<file path="config.mk">
export PLATFORM = sky130hd
export DESIGN_NAME = rr_dispatch_flat
export DESIGN_NICKNAME = d
export VERILOG_FILES = /design/src/rtl/rr_dispatch_if.sv /design/src/rtl/rr_dispatch.sv /design/src/flat_wrapper.sv
export SDC_FILE = /design/constraint.sdc
export NUM_CORES = 1
export LEC_CHECK = 0
export ABC_CLOCK_PERIOD_IN_PS = 10470
export CORE_UTILIZATION = 55
export DETAILED_ROUTE_END_ITERATION = 7
export PLACE_DENSITY = 0.77
export SYNTH_ARGS = -nofsm -noshare
export SYNTH_HDL_FRONTEND = slang
export SYNTH_SLANG_ARGS = --single-unit
export TNS_END_PERCENT = 1
</file>
<file path="constraint.sdc">
create_clock -name i_clk -period 10.47 [get_ports i_clk]
set_clock_uncertainty 0.15 [all_clocks]
set_input_delay 2.094 -clock i_clk [delete_from_list [all_inputs] [get_ports i_clk]]
set_output_delay 2.094 -clock i_clk [all_outputs]
set_load 0.05 [all_outputs]
</file>
<file path="src/rtl/rr_dispatch_if.sv">
// Job handshake between the master's job source and the round-robin dispatcher.
// The dispatcher uses the slave modport; the job source uses the master modport.
interface rr_dispatch_if #(
  parameter int unsigned NUM_WRK = 16,
  parameter int unsigned IDX_W   = $clog2(NUM_WRK)
);
  logic               job_valid;
  logic               job_ready;
  logic [NUM_WRK-1:0] wrk_idle;
  logic [NUM_WRK-1:0] grant;
  logic [IDX_W-1:0]   grant_idx;

  modport master (
    output job_valid,
    output wrk_idle,
    input  job_ready,
    input  grant,
    input  grant_idx
  );

  modport slave (
    input  job_valid,
    input  wrk_idle,
    output job_ready,
    output grant,
    output grant_idx
  );
endinterface

</file>
<file path="src/rtl/rr_dispatch.sv">
// Round-robin job dispatcher: hands each accepted job to one Julia worker via a
// one-cycle start pulse, in strict or skip-busy rotation, with a saturating stall counter.
module rr_dispatch #(
  parameter int unsigned NUM_WRK  = 16,
  parameter int unsigned INIT_IDX = 0,
  parameter int unsigned CNT_W    = 16,
  localparam int unsigned IDX_W   = $clog2(NUM_WRK)
) (
  input  logic               i_clk,
  input  logic               i_n_rst,
  input  logic               i_mode_skip,
  input  logic               i_flush,
  input  logic               i_clr_stats,
  rr_dispatch_if.slave       io_job,
  output logic [NUM_WRK-1:0] o_ptr,
  output logic [CNT_W-1:0]   o_stall_cnt
);

  localparam logic [NUM_WRK-1:0] ONE      = {{(NUM_WRK-1){1'b0}}, 1'b1};
  localparam logic [NUM_WRK-1:0] PTR_INIT = ONE << INIT_IDX;

  logic [NUM_WRK-1:0] r_ptr;
  logic [NUM_WRK-1:0] r_grant;
  logic [IDX_W-1:0]   r_grant_idx;
  logic [CNT_W-1:0]   r_stall_cnt;

  logic [NUM_WRK-1:0] w_elig;
  logic [NUM_WRK-1:0] w_cand;
  logic [NUM_WRK-1:0] w_ptr_next;
  logic [IDX_W-1:0]   w_ptr_idx;
  logic [IDX_W-1:0]   w_cand_idx;
  logic               w_cand_vld;
  logic               w_ready;
  logic               w_xfer;
  logic               w_stall;

  // A worker pulsed last cycle has not yet had a chance to drop its idle flag.
  assign w_elig = io_job.wrk_idle & ~r_grant;

  always_comb begin
    w_ptr_idx = '0;
    for (int unsigned i = 0; i < NUM_WRK; i++) begin
      if (r_ptr[i]) w_ptr_idx = IDX_W'(i);
    end
  end

  always_comb begin
    int unsigned k;
    k          = 0;
    w_cand_vld = 1'b0;
    w_cand_idx = w_ptr_idx;
    if (!i_mode_skip) begin
      w_cand_vld = |(r_ptr & w_elig);
    end else begin
      for (int unsigned off = 0; off < NUM_WRK; off++) begin
        k = 32'(w_ptr_idx) + off;
        if (k >= NUM_WRK) k = k - NUM_WRK;
        if (!w_cand_vld && w_elig[IDX_W'(k)]) begin
          w_cand_vld = 1'b1;
          w_cand_idx = IDX_W'(k);
        end
      end
    end
  end

  assign w_cand     = w_cand_vld ? (ONE << w_cand_idx) : '0;
  assign w_ptr_next = {w_cand[NUM_WRK-2:0], w_cand[NUM_WRK-1]};

  assign w_ready = w_cand_vld & ~i_flush & i_n_rst;
  assign w_xfer  = io_job.job_valid & w_ready;
  assign w_stall = io_job.job_valid & ~w_ready;

  always_ff @(posedge i_clk or negedge i_n_rst) begin
    if (!i_n_rst) begin
      r_ptr       <= PTR_INIT;
      r_grant     <= '0;
      r_grant_idx <= '0;
    end else if (i_flush) begin
      r_ptr   <= PTR_INIT;
      r_grant <= '0;
    end else if (w_xfer) begin
      r_ptr       <= w_ptr_next;
      r_grant     <= w_cand;
      r_grant_idx <= w_cand_idx;
    end else begin
      r_grant <= '0;
    end
  end

  always_ff @(posedge i_clk or negedge i_n_rst) begin
    if (!i_n_rst) begin
      r_stall_cnt <= '0;
    end else if (i_clr_stats) begin
      r_stall_cnt <= '0;
    end else if (w_stall && (r_stall_cnt != {CNT_W{1'b1}})) begin
      r_stall_cnt <= r_stall_cnt + CNT_W'(1);
    end
  end

  assign io_job.job_ready = w_ready;
  assign io_job.grant     = r_grant;
  assign io_job.grant_idx = r_grant_idx;
  assign o_ptr            = r_ptr;
  assign o_stall_cnt      = r_stall_cnt;

endmodule

</file>
<file path="src/flat_wrapper.sv">
// flat-port wrapper written by rule: the top's interface ports become plain ports
module rr_dispatch_flat 
#(
  parameter int unsigned NUM_WRK  = 16,
  parameter int unsigned INIT_IDX = 0,
  parameter int unsigned CNT_W    = 16,
  localparam int unsigned IDX_W   = $clog2(NUM_WRK)
)
  (i_clk, i_n_rst, i_mode_skip, i_flush, i_clr_stats, o_ptr, o_stall_cnt, io_job_job_valid, io_job_wrk_idle, io_job_job_ready, io_job_grant, io_job_grant_idx);
  rr_dispatch_if #(.NUM_WRK(NUM_WRK)) io_job_i ();
  input  logic i_clk;
  input  logic i_n_rst;
  input  logic i_mode_skip;
  input  logic i_flush;
  input  logic i_clr_stats;
  output logic [NUM_WRK-1:0] o_ptr;
  output logic [CNT_W-1:0] o_stall_cnt;
  input wire logic [$bits(io_job_i.job_valid)-1:0] io_job_job_valid;
  input wire logic [$bits(io_job_i.wrk_idle)-1:0] io_job_wrk_idle;
  output wire logic [$bits(io_job_i.job_ready)-1:0] io_job_job_ready;
  output wire logic [$bits(io_job_i.grant)-1:0] io_job_grant;
  output wire logic [$bits(io_job_i.grant_idx)-1:0] io_job_grant_idx;
  assign io_job_i.job_valid = io_job_job_valid;
  assign io_job_i.wrk_idle = io_job_wrk_idle;
  assign io_job_job_ready = io_job_i.job_ready;
  assign io_job_grant = io_job_i.grant;
  assign io_job_grant_idx = io_job_i.grant_idx;
  rr_dispatch #(.NUM_WRK(NUM_WRK), .INIT_IDX(INIT_IDX), .CNT_W(CNT_W)) u_core (.i_clk(i_clk), .i_n_rst(i_n_rst), .i_mode_skip(i_mode_skip), .i_flush(i_flush), .i_clr_stats(i_clr_stats), .io_job(io_job_i), .o_ptr(o_ptr), .o_stall_cnt(o_stall_cnt));
endmodule
</file>
==> results_dict.tcl, run 1 <==
set metrics [dict create \
    ys_seq_area_share_pct 23.29 \
    critPathKind "reg -> out" \
    period_minus_slack_ns 8.738 \
    cp-end-kind "primary output" \
    viasPerCell 7.495 \
    cts_buffer_depth 2 \
    path_cells "nor3b_2, or4_1, a21oi_4, nor2_2, inv_2, ha_1, clkinv_1, a221oi_1, and3_1, nor2_1, mux4_2, a31o_1, a211oi_4, and4_1, a31oi_1, clkdlybuf4s50_1" \
    timing_hold_violations_final 0 \
    htree_levels 2 \
    setup_viol 0 \
    async_reset_ff_share_pct 100.0 \
    ant_nets 0 \
    rows 36 \
    slew_violations 0 \
    die_w_um 102.8 \
    rr_worst_depth 19 \
    yosys_most_used_dff "dfrtp_1" \
    drive_gt1_share_pct 7.898 \
    hold_depth 1 \
    ctsResizeCount 0 \
    holdBufCountCts 0 \
    wire_per_inst_um 25.63 \
    status "complete, no violations" \
    nNetsFinal 776 \
    antenna_found_initial 1 \
    postSynthCellCount 698 \
    start_util_pct 56.94 \
    die_area_mm2 0.01057 \
    grt_overflow 0 \
    cts_tree "done" \
    cts_root_buf "clkbuf_8" \
    drt_iter0_drc 867 \
    min_period_over_period_pct 83.46 \
    yosys-top-cells-area "dfrtp_1, nand3_1, nand2_1" \
    synth_edf_count 0 \
    dr_total_vias 6596 \
    max_freq_mhz 114.4 \
    tns_ns 0 \
    critical-path-top-delay-family "simple AND/OR/NAND/NOR gates" \
    drc 0 \
    grt_pass1_wl_mm 35.58 \
    maxCapViolCount 0 \
    ioPinCount 75 \
    place.gp.congestion 0.9985 \
    timing.hold.ws_ns 0.3752 \
    worstSetupStartpointType "flop" \
    synth_cell_types 97 \
    cts.sinks 52 \
    cp.depth 16 \
    tightest_slew_ns 1.161 \
    synth_top_area_share_pct 22.82 \
    crit_fanout 14 \
    ys_warn_count 0 \
    layout_commonest_cell "clkdlybuf4s50_1" \
    die_h_um 102.8 \
    netlist_area_mm2 0.005592 \
    synth_area_per_cell_um2 8.011 \
    syn2layout_area_growth_pct 15.01 \
    grt_max_degree 54 \
    clkTransAtPathRegs_ns 0.09 \
    hold_path.class "reg -> reg" \
    rsz0062_at_grt "no" \
    post_cts_buffers 0 \
    cp_num_buf_inv 3 \
    synth_largest_area_cell "dfrtp_1" \
    synth_seq_cells 52 \
    layout_common_cells "clkdlybuf4s50_1, nor2_1, nand2_1" \
    first_pass_iters 7 \
    detail_route.wirelength_mm 22.55 \
    grt_pass1_vias 6433 \
    worst_ep_required_time_ns 8.23 \
    timing.slew.headroom_pct 22.33 \
    io_buffers 74 \
    dpl.hpwl_mm 16.56 \
    critPathSlowestCell "clkdlybuf4s50_1" \
    core_mm2 0.009819 \
    cp.arrival_ns 6.49 \
    cp_slowest_stage_delay_ns 0.77 \
    cts_made_buffers 5 \
    antenna_cells 0 \
    grt_usage_pct 45.22 \
    synth_nets 728 \
    clk_latency_ns 0.31 \
]
per-layer routing:
| layer | GRT usage (%) | vias up | wire length, µm |
|---|---|---|---|
| met5 | 0 | - | 32 |
| met4 | 27.63 | 4 | 1554 |
| met3 | 13.29 | 158 | 2673 |
| met2 | 70.82 | 552 | 10050 |
| met1 | 54.98 | 3106 | 8242 |
| li1 | - | 2776 | - |
Yosys cell counts, types with 5 or more instances:
cell	number
nand2_1	61
nor2_1	61
dfrtp_1	51
nand3_1	47
o21ai_0	38
a21oi_1	29
nor3_1	25
nor2b_1	23
nand2b_1	19
clkbuf_1	18
and3_1	16
a22oi_1	14
a32o_1	14
xnor2_1	14
xor2_1	14
o211ai_1	13
a31oi_1	12
and2_1	9
buf_2	9
mux2i_1	9
nand4_1	9
a22o_1	8
ha_1	8
a211oi_1	7
buf_4	7
inv_1	7
mux4_2	7
a211o_1	6
mux2_2	6
o22ai_1	6
o31ai_1	6
o221ai_1	5
o31a_1	5
or3_1	5
or4_1	5
registers in the layout, indices dropped and copies added (netlist names):
name                     flops
u_core.io_job.grant_idx      4
u_core.o_stall_cnt          16
u_core.io_job.grant         16
u_core.o_ptr                16
worst reg2reg max path, stage by stage (launching register included):
cell,delay [ns]
dfrtp_1,0.54
nor3b_2,0.28
or4_1,0.33
a21oi_4,0.12
nor2_2,0.55
inv_2,0.22
ha_1,0.62
clkinv_1,0.42
a221oi_1,0.32
and3_1,0.24
nor2_1,0.09
mux4_2,0.54
a31o_1,0.25
a211oi_4,0.29
nand4_2,0.26
nor2_1,0.32
o31a_1,0.31
mux2i_1,0.77
nand2_1,0.17
nor3b_1,0.21
final timing paths:
path	slack, ns	end	startpoint
setup / recovery	1.73	io_job_job_ready	u_core.o_ptr[11]
hold / removal	0.38	u_core.io_job.grant_idx[1]	u_core.io_job.grant_idx[1]
setup reg to reg	3.38	u_core.io_job.grant[11]	u_core.o_ptr[11]
hold reg to reg	0.38	u_core.io_job.grant_idx[1]	u_core.io_job.grant_idx[1]
max in group asynchronous	7.98	u_core.o_ptr[2]	i_n_rst
min in group asynchronous	1.74	u_core.o_stall_cnt[7]	i_n_rst
area by class of cell:
class                           instances  area (µm²)
Inverter                               11       41.29
Timing Repair Buffer                   78       763.2
Multi-Input combinational cell        598        4068
Sequential cell                        52        1303
Clock buffer                            8       90.09
Fill cell                             835        3388
Tap cell                              133       166.4
kinds of logic (layout without fill, tap and decap cells):
logic type | after synthesis | in the layout | synth area share (%)
flops | 52 | 52 | 23.29
buf+inv | 48 | 97 | 3.961
mux | 23 | 23 | 6.042
xor+xnor | 29 | 29 | 4.878
simple gates | 315 | 315 | 30.10
fa+ha+maj | 8 | 8 | 1.790
compound gates | 223 | 223 | 29.94
per-stage QoR:
| stage | area [µm²] | util [%] | setup slack (ns) | cells |
|---|---|---|---|---|
| after floorplan | 5592 | - | 3.261 | 698 |
| after global placement | 6336 | 64.53 | 2.186 | 871 |
| after detailed placement | 6336 | 64.53 | 2.057 | 871 |
| after CTS | 6426 | 65.44 | 1.897 | 879 |
| after global routing | 6431 | 65.49 | 1.482 | 880 |
| final | 6431 | 65.49 | 1.732 | 880 |
Power of run 1 is left out: the tool's default activity adds up to more than one toggle a clock period on the data nets, which glitch-free logic cannot reach.
==> inputs of run 2 (changes only) <==
--- a/config.mk
+++ b/config.mk
@@ -5,7 +5,7 @@
 export SDC_FILE = /design/constraint.sdc
 export NUM_CORES = 1
 export LEC_CHECK = 0
-export ABC_CLOCK_PERIOD_IN_PS = 10470
+export ABC_CLOCK_PERIOD_IN_PS = 8100
 export CORE_UTILIZATION = 55
 export DETAILED_ROUTE_END_ITERATION = 7
 export PLACE_DENSITY = 0.77
==> constraint.sdc (replaced) <==
create_clock -name i_clk -period 8.1 [get_ports i_clk]
set_clock_uncertainty 0.15 [all_clocks]
set_input_delay 1.62 -clock i_clk [delete_from_list [all_inputs] [get_ports i_clk]]
set_output_delay 1.62 -clock i_clk [all_outputs]
set_load 0.05 [all_outputs]
==> run 2 against run 1 <==
  * Register-to-register slack got worse by 2.2 ns
  * First-iteration DRC count fell by 22%
  * Cell count rose by 1.0%
  * Hold slack improved by 0.046 ns
  * Highest routed layer is now met4
  * Routed wire length rose by 1.3%
  * Via count fell by 1.3%
  * Global-route usage fell by 0.40 points
==> results_dict.tcl, run 2 (synthesized netlist as in run 1, its figures left out) <==
set metrics [dict create \
    status "complete, no violations" \
    grt_pass1_vias 6211 \
    die_w_um 102.8 \
    tightest_slew_ns 0.9799 \
    die_h_um 102.8 \
    timing_hold_violations_final 0 \
    cp.arrival_ns 5.73 \
    rrSetupSlack_ns 1.23 \
    grt_max_degree 53 \
    layout_common_cells "clkdlybuf4s50_1, nor2_1, nand2_1" \
    ant_nets 0 \
    core_mm2 0.009819 \
    cp-end-kind "primary output" \
    fin_area_mm2 0.006523 \
    r2r_end "u_core.io_job.grant[11]" \
    crit_fanout 14 \
    antenna_cells 0 \
    detail_route.wirelength_mm 22.85 \
    cts_tree "done" \
    antenna_found_initial 0 \
    dr_total_vias 6511 \
    cp_num_buf_inv 3 \
    timing.hold.ws_ns 0.4215 \
    grt_pass1_wl_mm 34.81 \
    cts_root_buf "clkbuf_8" \
    io_buffers 74 \
    cp_slowest_stage_delay_ns 0.65 \
    hold_start "u_core.io_job.grant_idx[3]" \
    clkTransAtPathRegs_ns 0.09 \
    post_cts_buffers 0 \
    fillers 820 \
    worstHoldEndpoint "u_core.io_job.grant_idx[3]" \
    rows 36 \
    critical-path-top-delay-family "simple AND/OR/NAND/NOR gates" \
    worst_ep_required_time_ns 6.33 \
    setup_viol 0 \
    hold_path.class "reg -> reg" \
    cts.sinks 52 \
    syn2layout_area_growth_pct 16.65 \
    layout_commonest_cell "clkdlybuf4s50_1" \
    timing.rr.start "u_core.o_ptr[11]" \
    start_util_pct 56.94 \
    grt_overflow 0 \
    min_period_over_period_pct 92.62 \
    wire_per_inst_um 25.70 \
    die_area_mm2 0.01057 \
    critPathKind "reg -> out" \
    dpl_cell_area_mm2 0.006419 \
    drt_iter0_drc 679 \
    timing.slew.headroom_pct 32.80 \
    first_pass_iters 6 \
    period_minus_slack_ns 7.502 \
    path_cells "nor2b_1, or4_1, a21oi_4, nor2_4, inv_2, ha_1, clkinv_1, a221oi_1, and3_1, nor2_1, mux4_2, a31o_1, a211oi_4, and4_1, a31oi_1, dlymetal6s2s_1" \
    viasPerCell 7.324 \
    finalCoreUtilization_pct 66.42 \
    ioPinCount 75 \
    dpl.hpwl_mm 17.02 \
    place.gp.congestion 1.063 \
    clk_latency_ns 0.32 \
    slew_violations 0 \
    tns_ns 0 \
    holdBufCountCts 0 \
    critPathSlowestCell "or4_1" \
    hold_depth 1 \
    grt_usage_pct 44.82 \
    rr_worst_depth 19 \
    cts_made_buffers 5 \
    rsz0062_at_grt "no" \
    cts_buffer_depth 2 \
    drc 0 \
    worstSetupStartpointType "flop" \
    max_freq_mhz 133.3 \
    maxCapViolCount 0 \
    drive_gt1_share_pct 9.259 \
    nNetsFinal 786 \
    htree_levels 2 \
]
run 2: metrics by stage:
stage / cells / setup slack (ns)
after floorplan: 698 / 1.430
after global placement: 882 / 0.7824
after detailed placement: 882 / 0.6444
after CTS: 889 / 0.2752
after global routing: 889 / 0.2449
final: 889 / 0.5978
run 2: metal layers:
metal / GRT usage [%] / up-vias / share of wire (%)
met1: 55.14 / 3037 / 37
li1: - / 2804 / -
met5: 0 / - / 0
met4: 31.74 / 0 / 7.9
met2: 71.18 / 525 / 45
met3: 8.136 / 145 / 10
run 2: timing repair:
action                                  in CTS  in global routing
endpoints found under the setup margin       0                  1
endpoints found under the hold margin        0                  0
resized for setup                            0                  2
run 2: worst max-delay path by stage:
stage                                 from          endpoint  slack [ns]  cells past startpoint
final                     u_core.o_ptr[11]  io_job_job_ready        0.60                     16
after detailed placement  u_core.o_ptr[11]  io_job_job_ready        0.64                     16
after CTS                 u_core.o_ptr[11]  io_job_job_ready        0.28                     16
after floorplan           u_core.o_ptr[11]  io_job_job_ready        1.43                     16
after global routing      u_core.o_ptr[11]  io_job_job_ready        0.24                     16
after global placement    u_core.o_ptr[11]  io_job_job_ready        0.78                     16
run 2: worst register-to-register path: stages, from the launching register on:
cell,delay (ns)
dfrtp_1,0.60
nor2b_1,0.13
or4_1,0.65
a21oi_4,0.36
nor2_4,0.15
inv_2,0.18
ha_1,0.34
clkinv_1,0.36
a221oi_1,0.32
and3_1,0.23
nor2_1,0.09
mux4_2,0.55
a31o_1,0.26
a211oi_4,0.26
nand4_2,0.25
nor2_1,0.36
o31a_1,0.25
mux2i_1,0.83
nand2_1,0.23
nor3b_1,0.25
run 2: area by class of cell:
cell class	count	area [µm²]	area share, %
Clock buffer	7	96.34	1.477
Timing Repair Buffer	88	843.3	12.93
Tap cell	133	166.4	2.551
Inverter	11	41.29	0.6330
Sequential cell	52	1303	19.97
Multi-Input combinational cell	598	4073	62.44
Power of run 2 is left out for the same reason.
==> edit 1 (config.mk and constraints of run 2) <==
`CNT_W` is set to 16 in 2 places; all go to 18.
--- a/src/rtl/rr_dispatch.sv
+++ b/src/rtl/rr_dispatch.sv
@@ -5,3 +5,3 @@
   parameter int unsigned INIT_IDX = 0,
-  parameter int unsigned CNT_W    = 16,
+  parameter int unsigned CNT_W    = 18,
   localparam int unsigned IDX_W   = $clog2(NUM_WRK)
--- a/src/flat_wrapper.sv
+++ b/src/flat_wrapper.sv
@@ -5,3 +5,3 @@
   parameter int unsigned INIT_IDX = 0,
-  parameter int unsigned CNT_W    = 16,
+  parameter int unsigned CNT_W    = 18,
   localparam int unsigned IDX_W   = $clog2(NUM_WRK)
Ports: changed (resized o_stall_cnt); port bits go from 75 to 77. The function was not compared with the original's and may differ.
==> edit 1 against run 2 <==
Design area increased by 0.13%; sequential share of layout area increased by 0.74 points; routed wire length decreased by 6.4%; the run now ends with design-rule violations left; sequential cell count increased by 2; core utilization decreased by 0.21 points; first-iteration DRC count increased by 20%; global-route usage decreased by 2.7 points; area after synthesis increased by 0.60%; setup slack improved by 0.029 ns.
Power is not shown: default switching activity piles up to over one toggle a cycle in this logic, so the estimate is an artifact.
==> edit 1: results (changes against run 2) <==
Met1 usage: 53.60% (-1.5 points)
Worst-path fanout max: 14 (unchanged)
Hold EP: u_core.io_job.grant_idx[1]
Fillcell total: 785 (-4.3%)
Syn_nets: 725 (-0.41%)
Post-synthesis compound-gate area fraction: 29.69% (-0.25 points)
Post-synth top cells: nor2_1, nand2_1, dfrtp_1
Port bufs: 76 (+2.7%)
Met2 Wirelength: 9.441 mm (-8.5%)
Fin crit period: 7.474 ns (-0.02859 ns)
Vias/cell: 7.127 (-2.7%)
Post-Synthesis Cells: 695 (-0.43%)
H-tree depth: 2 (unchanged)
Total vias in the final route: 6293 (-3.3%)
Outcome: finished with violations
Largest net degree at the start of global routing: 56 (+5.7%)
Rel. slew slack: 21.28% (-12 points)
Post-route DRC: 3 (+3)
Post-synthesis xor/xnor area fraction: 3.559% (-1.3 points)
Met3 Wirelength: 2.771 mm (+18%)
Crit Reg-Reg Endpoint: u_core.o_ptr[4]
Pre-Repair DR Iteration Count: 8 (+2)
Adder-cell share of the synthesized area: 1.779% (-0.011 points)
Reg-to-reg slack, setup: 1.47 ns (+0.24 ns)
Number of distinct library cells after synthesis: 98 (+1.0%)
Sequential fraction of the synthesis area: 24.04% (+0.75 points)
Grt met3 use: 11.25% (+3.1 points)
Post-DP HPWL: 16.18 mm (-5.0%)
First-pass GRT wire length: 32.98 mm (-5.3%)
Reg-to-reg startpoint: u_core.o_ptr[8]
Failing checks: design-rule violations
Vias in the first global route: 5866 (-5.6%)
CP max stage cell: clkdlybuf4s50_1
Critical Path AT: 5.70 ns (-0.03 ns)
Placed Area: 0.006429 mm² (+0.16%)
Met2 GRT Util: 64.51% (-6.7 points)
Post-Place Cells: 875 (-0.79%)
Critical path's largest stage delay: 0.71 ns (+0.06 ns)
Final GP Congestion: 1.034 (-2.7%)
CTS clk-pin slew, worst paths: 0.10 ns
Initial DRC count: 816 (+20%)
Worst slack, placed: 0.7064 ns (+0.06202 ns)
Wire per inst: 24.22 µm (-5.7%)
Nets@finish: 779 (-0.89%)
Cells on Worst Hold Path: 2 (+1)
Worst hold margin: 0.3610 ns (-0.06054 ns)
Wl on met1: 7.768 mm (-7.4%)
Max layer used: met4
Mux cell area share after synthesis: 9.542% (+3.5 points)
Top cells by area, synth: dfrtp_1, mux4_2, nor2_1, nand2_1, a21oi_1
Min-delay src: u_core.io_job.grant_idx[1]
GRT Total Usage: 42.15% (-2.7 points)
Layout cells sized above 1: 9.467% (+0.21 points)
[edit 1: how the worst max path moves through the flow]
stage	startpoint	endpoint
after floorplan	u_core.o_ptr[8]	io_job_job_ready
after detailed placement	u_core.o_ptr[4]	io_job_job_ready
final	u_core.o_ptr[4]	io_job_job_ready
after CTS	u_core.o_ptr[4]	io_job_job_ready
after global placement	u_core.o_ptr[4]	io_job_job_ready
after global routing	u_core.o_ptr[11]	io_job_job_ready
[edit 1: timing repair]
item | in CTS | in global routing
hold endpoints to repair | 0 | 0
endpoints found under the setup margin | 0 | 1
resized for setup | 0 | 3
[edit 1: area by class of cell]
type | instances | area (µm²) | area share [%]
flip-flops and latches | 54 | 1353 | 20.71
inverters | 16 | 62.56 | 0.9579
clock inverters | 3 | 21.27 | 0.3257
multi-input cells | 590 | 4059 | 62.15
well taps | 133 | 166.4 | 2.548
clock buffers | 5 | 68.82 | 1.054
repair buffers | 82 | 800.8 | 12.26
==> edit 2 (settings of run 2) <==
Without the edit above. Add an input register stage for `i_mode_skip`; this delays it by one clock. The other inputs are not delayed to match.
--- a/src/rtl/rr_dispatch.sv
+++ b/src/rtl/rr_dispatch.sv
@@ -20,2 +20,8 @@
   localparam logic [NUM_WRK-1:0] PTR_INIT = ONE << INIT_IDX;
+
+  logic i_mode_skip_q;
+
+  always_ff @(posedge i_clk) begin
+    i_mode_skip_q <= i_mode_skip;
+  end
 
@@ -51,3 +57,3 @@
     w_cand_idx = w_ptr_idx;
-    if (!i_mode_skip) begin
+    if (!i_mode_skip_q) begin
       w_cand_vld = |(r_ptr & w_elig);
Behaviour: not the same (a bounded check fails within 4 cycles, from zero or initial values and one cycle with i_n_rst low).
==> edit 2 against run 2 <==
Via count fell by 6.4%; final cell count rose by 1.1%; maximum frequency fell by 3.8%; area after synthesis fell by 4.6%; critical endpoint unchanged; design area fell by 2.9%; highest routed layer unchanged; non-clock buffer count rose by 2; setup slack got worse by 0.30 ns; routed wire length fell by 14%; sequential cell count rose by 1.
Power is left out: the tool's default activity adds up to more than one toggle a clock period on the data nets, which glitch-free logic cannot reach.
==> edit 2: results (changes against run 2) <==
Vias/cell: 6.778 (-7.5%)
Met3 Wirelength: 2.177 mm (-7.2%)
Final GP Congestion: 1.039 (-2.2%)
Fin crit period: 7.802 ns (+0.2999 ns)
Initial DRC count: 681 (+0.29%)
Fillcell total: 768 (-6.3%)
First-pass GRT wire length: 31.26 mm (-10%)
Syn_nets: 738 (+1.4%)
Critical Path AT: 6.03 ns (+0.30 ns)
Outcome: complete, no violations
Number of hold buffers added after CTS: 0 (unchanged)
Largest net degree at the start of global routing: 54 (+1.9%)
Top cells by area, synth: dfrtp_1, nor2_1, nand2_1, o21ai_0, nand3_1
Delay-heaviest family, CP: compound AO/OA/AOI/OAI gates
Total CTS buffers: 5 (unchanged)
Worst slack, placed: 0.5661 ns (-0.07833 ns)
Yosys Warn Count: 0 (unchanged)
CP max stage cell: clkdlybuf4s50_1
H-tree depth: 2 (unchanged)
Post-synth top cells: nor2_1, nand2_1, dfrtp_1
Synth async-reset ratio: 98.11% (-1.9 points)
Worst hold margin: 0.3639 ns (-0.05761 ns)
Wl on met1: 7.395 mm (-12%)
# diodes: 0 (unchanged)
Sequential fraction of the synthesis area: 24.78% (+1.5 points)
Synth Flop Type: dfrtp_1
Met2 Wirelength: 8.977 mm (-13%)
Worst-margin pin slew: 0.9220 ns (-0.05791 ns)
Pre-Repair DR Iteration Count: 5 (-1)
Post-CTS repair timing setup buffer count: 0 (unchanged)
Worst-path fanout max: 20 (+6)
Critical path's largest stage delay: 0.70 ns (+0.05 ns)
Nets@finish: 799 (+1.7%)
Post-DP HPWL: 15.21 mm (-11%)
Vias in the first global route: 5990 (-3.6%)
Number of distinct library cells after synthesis: 80 (-18%)
Reg-to-reg slack, setup: 1.32 ns (+0.09 ns)
Layout cells sized above 1: 8.961% (-0.30 points)
Wire per inst: 21.74 µm (-15%)
GRT Total Usage: 40.04% (-4.8 points)
edit 2: changes by cell type after synthesis, moves of 10 or more:
cell / delta
and3_1: -12
inv_1: +12
nor3_1: -11
nand2_1: +27
nand3_1: -10
nor2_1: +34
clkbuf_1: +11
a32o_1: -14
edit 2: repair_timing:
item / in CTS / in global routing
gates resized for setup: 0 / 2
hold endpoints to repair: 0 / 0
endpoints found under the setup margin: 0 / 1
edit 2: final timing paths:
kind | cells past startpoint | to | startpoint
worst max register to register | 20 | u_core.o_ptr[11] | u_core.o_ptr[5]
max in group asynchronous | 2 | u_core.io_job.grant[0] | i_n_rst
min in group asynchronous | 2 | u_core.o_stall_cnt[11] | i_n_rst
worst max-delay path | 17 | io_job_job_ready | u_core.o_ptr[5]
worst min register to register | 2 | u_core.io_job.grant_idx[3] | u_core.io_job.grant_idx[3]
worst min-delay path | 2 | u_core.io_job.grant_idx[3] | u_core.io_job.grant_idx[3]
edit 2: routing by layer:
metal	up-vias	global-route usage, %
li1	2733	-
met1	2852	49.71
met2	415	64.86
met3	93	9.293
met4	0	21.07
met5	-	1.026
edit 2: cell type report:
type	count	area [µm²]	area share (%)
inverters	21	78.83	1.245
repair buffers	90	855.8	13.52
multi-input cells	598	3800	60.02
clock inverters	3	43.79	0.6917
clock buffers	5	68.82	1.087
well taps	129	161.4	2.549
flip-flops and latches	53	1323	20.89
edit 2: stage by stage:
stage	std cells	area, µm²
floorplan	708	5336
global placement	891	6207
detailed placement	891	6207
CTS	899	6320
global route	899	6331
finish	899	6331
edit 2: kinds of logic after synthesis:
logic type / synth area share [%]
AO/OA/AOI/OAI: 28.02
XOR/XNOR: 4.431
adder cells (fa/ha/maj): 1.876
buffers and inverters: 4.220
flip-flops: 24.78
multiplexers: 7.831
AND/OR/NAND/NOR: 28.84
